## config.mk

```make
export PLATFORM = sky130hd
export DESIGN_NAME = game_state_ctrl
export DESIGN_NICKNAME = d
export VERILOG_FILES = /design/src/rtl/game_state_ctrl.sv
export SDC_FILE = /design/constraint.sdc
export NUM_CORES = 1
export LEC_CHECK = 0
export CORE_UTILIZATION = 38
export CTS_BUF_LIST = sky130_fd_sc_hd__clkbuf_8
export DETAILED_ROUTE_END_ITERATION = 8
export HOLD_SLACK_MARGIN = 0.08
export RECOVER_POWER = 50
export SLEW_MARGIN = 10
export SYNTH_ARGS = -nofsm -noshare
export SYNTH_HDL_FRONTEND = slang
export SYNTH_SLANG_ARGS = --single-unit
```

## constraint.sdc

```tcl
create_clock -name clk -period 2.4 [get_ports clk]
set_clock_uncertainty 0.15 [all_clocks]
set_input_delay 0.24 -clock clk [delete_from_list [all_inputs] [get_ports clk]]
set_output_delay 0.24 -clock clk [all_outputs]
set_load 0.1 [all_outputs]
```

## src/rtl/game_state_ctrl.sv

```systemverilog
// Penalty-shootout game sequencer: alternates shooter/keeper attempts, keeps
// saturating round and goal counts, and decides win/lose with sudden death.
module game_state_ctrl #(
    parameter int ROUNDS = 5
) (
    input  logic       clk,
    input  logic       rst,
    input  logic       start_btn,
    input  logic       mode_sel,
    input  logic       shot_done,
    input  logic       shot_scored,
    output logic [2:0] game_state,
    output logic       game_mode,
    output logic [3:0] round_counter,
    output logic [7:0] score,
    output logic       is_scored
);

    // state   | meaning
    // START   | idle, game_mode tracks mode_sel, waits for start_btn
    // KEEPER  | opponent shoots, player keeps; closes the round
    // SHOOTER | player shoots
    // WINNER  | player ahead after regulation or sudden death
    // LOOSER  | player behind, or still tied with the round count saturated
    typedef enum logic [2:0] {
        ST_START   = 3'd0,
        ST_KEEPER  = 3'd1,
        ST_SHOOTER = 3'd2,
        ST_WINNER  = 3'd3,
        ST_LOOSER  = 3'd4
    } state_t;

    localparam logic [4:0] ROUNDS_W = ROUNDS[4:0];

    state_t     state;
    logic [3:0] player_goals;
    logic [3:0] opp_goals;

    logic [3:0] player_goals_inc;
    logic [3:0] opp_goals_inc;
    logic [3:0] round_inc;
    logic       regulation_over;
    logic       player_ahead;
    logic       player_behind;
    state_t     round_end_state;

    // Saturating increments; the decision uses post-update counts.
    always_comb begin
        player_goals_inc = player_goals;
        opp_goals_inc    = opp_goals;
        round_inc        = round_counter;
        if (shot_scored && player_goals != 4'hF) player_goals_inc = player_goals + 4'd1;
        if (shot_scored && opp_goals != 4'hF)    opp_goals_inc    = opp_goals + 4'd1;
        if (round_counter != 4'hF)               round_inc        = round_counter + 4'd1;

        regulation_over = ({1'b0, round_inc} >= ROUNDS_W);
        player_ahead    = (player_goals > opp_goals_inc);
        player_behind   = (player_goals < opp_goals_inc);

        round_end_state = ST_SHOOTER;
        if (regulation_over) begin
            if (player_ahead)
                round_end_state = ST_WINNER;
            else if (player_behind)
                round_end_state = ST_LOOSER;
            else if (round_counter == 4'hF)
                // No room left to count another sudden-death round.
                round_end_state = ST_LOOSER;
            else
                round_end_state = ST_SHOOTER;
        end
    end

    always_ff @(posedge clk) begin
        if (rst) begin
            state         <= ST_START;
            game_mode     <= 1'b1;
            round_counter <= 4'd0;
            player_goals  <= 4'd0;
            opp_goals     <= 4'd0;
            is_scored     <= 1'b0;
        end else begin
            case (state)
                ST_START: begin
                    game_mode <= mode_sel;
                    if (start_btn) begin
                        state         <= ST_SHOOTER;
                        round_counter <= 4'd0;
                        player_goals  <= 4'd0;
                        opp_goals     <= 4'd0;
                        is_scored     <= 1'b0;
                    end
                end
                ST_SHOOTER: begin
                    if (shot_done) begin
                        is_scored    <= shot_scored;
                        player_goals <= player_goals_inc;
                        state        <= ST_KEEPER;
                    end
                end
                ST_KEEPER: begin
                    if (shot_done) begin
                        is_scored     <= shot_scored;
                        opp_goals     <= opp_goals_inc;
                        round_counter <= round_inc;
                        state         <= round_end_state;
                    end
                end
                ST_WINNER, ST_LOOSER: begin
                    if (start_btn) state <= ST_START;
                end
                default: begin
                    state         <= ST_START;
                    game_mode     <= 1'b1;
                    round_counter <= 4'd0;
                    player_goals  <= 4'd0;
                    opp_goals     <= 4'd0;
                    is_scored     <= 1'b0;
                end
            endcase
        end
    end

    assign game_state = state;
    assign score      = {player_goals, opp_goals};

endmodule
```

Yosys cells after proc, flatten, opt, wreduce, memory -nomap -nowiden --
Index checks and enable logic that the tools add are counted.
Cells by class: $add $sub $neg 3, multiply operators 0, div/mod/pow operators 0, $lt $le $gt $ge 3, equality and inequality tests 14, shift operators 0, muxes and demuxes 23, bitwise operators 3, reduce and logical (&&, ||, !) cells 12
Operators with widths (number):
- case mux 4 bit (3 select lines) | 3
- two-way mux 4 bit | 7
- two-way mux 3 bit | 8
- adder 4 x 1 -> 4 bit (second input constant) | 3
- != test 4 bit (second input constant) | 3
- case mux 3 bit (4 select lines) | 1
- != test 2 bit (second input constant) | 5
- AND reduction 4 bit | 2
- equality test 3 x 2 -> 1 bit (second input constant) | 2
- AND reduction 3 bit | 2
- OR reduction 3 bit | 2
- equality test 4 bit (second input constant) | 1
- greater-or-equal comparator 4 x 3 -> 1 bit (second input constant) | 1
- > comparator 4 bit | 1
- less-than comparator 4 bit | 1
- OR reduction 2 bit | 2
- OR reduction 4 bit | 1
- equality test 3 x 1 -> 1 bit (second input constant) | 1
- equality test 3 bit (second input constant) | 1
- zero test 3 bit | 1
- NOT 1 bit | 3
- case mux 1 bit (3 select lines) | 1
- logical AND 1 bit | 2
- two-way mux 1 bit | 2
- 2 further kinds | 2
Storage, ports and cells: register bits 17, latch bits 0, memory bits (writable) 0, ROM bits 0, input port bits 6, output and inout port bits 17, word-level logic and storage cells 64, memories 0

Logic depth before layout (Yosys ltp) --
depth in word-level cells 9, mapped depth 10, mapped depth without buffers 10

Least setup slack after synthesis --
No wires, ideal clock.
path type register -> register, from reg opp_goals[0], to reg state[0], in the netlist game_state[0], setup time 0.086 ns, data arrival time 2.761 ns, data required time 2.164 ns, path slack -0.597 ns, cell stages (with the launch flop) 11, buffers on the path 0, period minus slack after synthesis 2.997 ns, path through dfxtp_1 -> ha_1 -> nand3_1 -> nand2_1 -> nor2_1 -> xnor2_1 -> ha_1 -> nand2_1 -> o21a_1 -> nand4b_1 -> a221oi_2
Between the ends: cells in the longest elaborated chain, start to end 9, elaborated cells on any way between the ends 11, classes of those cells 1 x add/sub; 2 x order compare; 1 x eq/ne; 6 x mux; 1 x reduce/logical
Ends and longest elaborated chain:
- start, declared | line 37 | logic [3:0] opp_goals;
- start signal, assigned | line 104 | opp_goals <= opp_goals_inc;
- branches (longest 2 deep; another with adder 4 x 1 -> 4 bit)
- two-way mux 4 bit (*) | line 53 | if (shot_scored && opp_goals != 4'hF) opp_goals_inc = opp_goals + 4'd1;
- less-than comparator 4 bit | line 58 | player_behind = (player_goals < opp_goals_inc);
- two-way mux 3 bit | line 64 | else if (player_behind)
- two-way mux 3 bit (*) | line 62 | if (player_ahead)
- two-way mux 3 bit (*) | line 61 | if (regulation_over) begin
- two-way mux 3 bit (*) | line 102 | if (shot_done) begin
- case mux 3 bit (4 select lines) (*) | line 83 | case (state)
- end signal, assigned | line 106 | state <= round_end_state;
- end, declared | line 35 | state_t state;
Every way passes the cells marked *. The select of a mux whose other input is x is not followed. A chain may end at the register's enable or synchronous reset.

Final worst setup path --
Ends and elaborated chain as after synthesis.

==> results.json <==
{
  "grt_pass1_wl_um": 4885,
  "route.detailed.drc": 2,
  "synth_cell_types": 50,
  "synth_area_um2": 1179,
  "finalPower_mw": 0.8115,
  "clk_latency_ns": 0.25,
  "wl_um": 2946,
  "postCtsSetupRepairBufs": 0,
  "ios": 23,
  "rsz0062_at_grt": "no",
  "worstPathBufferInverterCount": 0,
  "fin_hold_ws_ns": 0.3605,
  "die-area_um2": 3328,
  "setup_violations": 0,
  "first_pass_iters": 8,
  "cap_violations": 0,
  "worstHoldPathType": "register to register",
  "ys_seq_area_share_pct": 28.87,
  "synth_most_common_cell": "dfxtp_1",
  "drt-wirelength-per-cell_um": 14.88,
  "gp_congestion": 0.8069,
  "synth_top_area_share_pct": 28.87,
  "status": "complete, but fails checks",
  "clkTransAtPathRegs_ns": 0.07,
  "insertedDiodeCount": 0,
  "drtAntennaViolNets": 0,
  "crit_path_end_kind": "register",
  "die_h_um": 57.69,
  "period_minus_slack_ns": 2.199,
  "cp_common_cell": "nand2_1",
  "critPathMaxFanout": 5,
  "min_path_cells": 2,
  "grt_max_degree": 16,
  "antenna_found_initial": 0,
  "nFillCells": 320,
  "reg2reg_slack_ns": 0.20,
  "yosysWarnings": 0,
  "rr_endpoint": "game_state[0]",
  "ff2ff_path_depth": 10,
  "rows": 19,
  "crit_path_cell_trace": "ha_4 > nand3_1 > nand2_1 > nor2_1 > xnor2_1 > ha_1 > nand2_1 > o21a_1 > nand4b_1 > a221oi_2",
  "violations": "DRC",
  "slowest_delay_ns": 0.37,
  "hold_start": "is_scored",
  "htreeDepth": 1,
  "start_kind": "register",
  "p_leak_nw": 0.5153,
  "finalHoldViolCount": 0,
  "cts_resized": 0,
  "hold_buffers": 0,
  "crit_required_ns": 2.42,
  "r2r_start": "opp_goals[0]",
  "avgSynthCellArea_um2": 8.242,
  "critical_path_arrival_ns": 2.22,
  "grt_overflow": 0,
  "die_w_um": 57.69,
  "fin_util_pct": 49.39,
  "grt_pass1_vias": 1052,
  "place_inst": 194,
  "layout-drive-gt1-share_pct": 15.57,
  "vias": 1148,
  "slowest_stage": "dfxtp_4",
  "hold_end": "is_scored",
  "vias_per_cell": 5.798,
  "finalCritPeriodShare_pct": 91.63,
  "ir_drop_mv": 0.2262,
  "dpl.hpwl_um": 2156,
  "synth_flop_cell": "dfxtp_1",
  "worst_slew_margin_rel_pct": 21.69,
  "yosysTopAreaCell": "dfxtp_1",
  "fin_nets": 181,
  "max_freq_mhz": 454.7,
  "areaGrowthSynthToFinish_pct": 19.53,
  "tightestPinTransition_ns": 1.180,
  "netlist_instances": 143,
  "tritoncts": "yes",
  "synthTopCellsByCount": "dfxtp_1 (17), nor2_1 (14), a21oi_1 (10), nand2_1 (10), ha_1 (7)",
  "ys_ff_latch": 17,
  "cts_sinks": 17,
  "slew_viol_final": 0,
  "cts_buffers": 3,
  "power.density_nw_per_um2": 576.0,
  "cts_max_path_buffers": 2,
  "port_buffers": 22,
  "synth_edf_count": 0,
  "async_flop_share_pct": 0,
  "drtIter0Drc": 54,
  "setup_tns_ns": 0,
  "synth_area_leaders": "dfxtp_1 (29%), ha_1 (7.4%), nor2_1 (4.5%)",
  "root_buffer": "clkbuf_8",
  "coreArea_um2": 2853,
  "crit_family": "simple AND/OR/NAND/NOR gates",
  "fin_cells": 198,
  "start_util_pct": 41.32,
  "synth_nets": 156,
  "crit_type": "register to register",
  "grt_usage_pct": 19.10
}
layout make-up:
type / count / area [um2] / share of cell area (%)
Tap cell: 31 / 38.79 / 2.753
Clock inverter: 1 / 3.754 / 0.2664
Clock buffer: 3 / 41.29 / 2.931
Inverter: 3 / 11.26 / 0.7993
Sequential cell: 17 / 352.8 / 25.04
Multi-Input combinational cell: 116 / 803.3 / 57.02
Timing Repair Buffer: 27 / 157.7 / 11.19
sequential cells by signal, summed over array words and instances (netlist names):
signal / cells
opp_goals: 4
game_mode: 1
game_state: 3
round_counter: 4
player_goals: 4
is_scored: 1
stage by stage:
stage / area, um2 / setup WS [ns]
after floorplan: 1204 / 0.04019
after global placement: 1424 / 0.08462
after detailed placement: 1424 / 0.03684
after CTS: 1469 / 0.1890
after global routing: 1409 / 0.04467
final: 1409 / 0.2009
metal layers:
layer | wire length, um | track usage (%) | vias to the layer above | part of all wire [%]
li1 | - | - | 581 | -
met1 | 1542 | 27.90 | 541 | 52
met2 | 1241 | 27.57 | 21 | 42
met3 | 116 | 3.571 | 5 | 3.9
met4 | 45 | 7.823 | 0 | 1.5
met5 | 0 | 0 | - | 0
worst max path at each step:
stage	from	endpoint	depth (start not counted)	slack (ns)
after global placement	shot_scored	game_state[0]	9	0.08
after CTS	opp_goals[0]	game_state[0]	10	0.19
after global routing	opp_goals[0]	game_state[0]	10	0.04
final	opp_goals[0]	game_state[0]	10	0.20
after floorplan	opp_goals[0]	game_state[0]	10	0.04
after detailed placement	shot_scored	game_state[0]	9	0.04
cells in the final DEF, fill, tap and decap left out, types with 3 or more instances in the layout:
cell             count
nor2_1              14
clkbuf_1            14
dfxtp_1             11
nand2_1             10
a21oi_1             10
nand2b_1             6
ha_1                 6
buf_4                6
nor3_1               5
clkdlybuf4s50_1      5
nand3_1              4
o21a_1               4
dfxtp_2              4
xnor2_1              3
inv_1                3
mux2i_1              3
nand3b_1             3
o22ai_1              3
o21ai_1              3
o21ai_0              3
or3_1                3
clkbuf_8             3
tightest hold or removal path, stage by stage (launching register included):
cell	delay, ns
dfxtp_1	0.33
mux2i_1	0.07
nor2_1	0.08
power by group:
| group | internal [mW] | switching (mW) | leakage (nW) |
|---|---|---|---|
| logic | 0.0877 | 0.188 | 0.347 |
| registers | 0.293 | 0.0285 | 0.142 |
| clock network | 0.114 | 0.101 | 0.0269 |
| total | 0.495 | 0.317 | 0.515 |
cell families (layout without fill, tap and decap cells):
kind of cell,count (synthesis),after routing,synth area share [%]
simple gates,63,63,30.89
compound gates,40,40,24.20
flops,17,17,28.88
buf+inv,10,34,3.821
fa+ha+maj,7,7,7.431
xor+xnor,3,3,2.230
mux,3,3,2.548
Note: power is estimated with default switching activity, not from simulation.
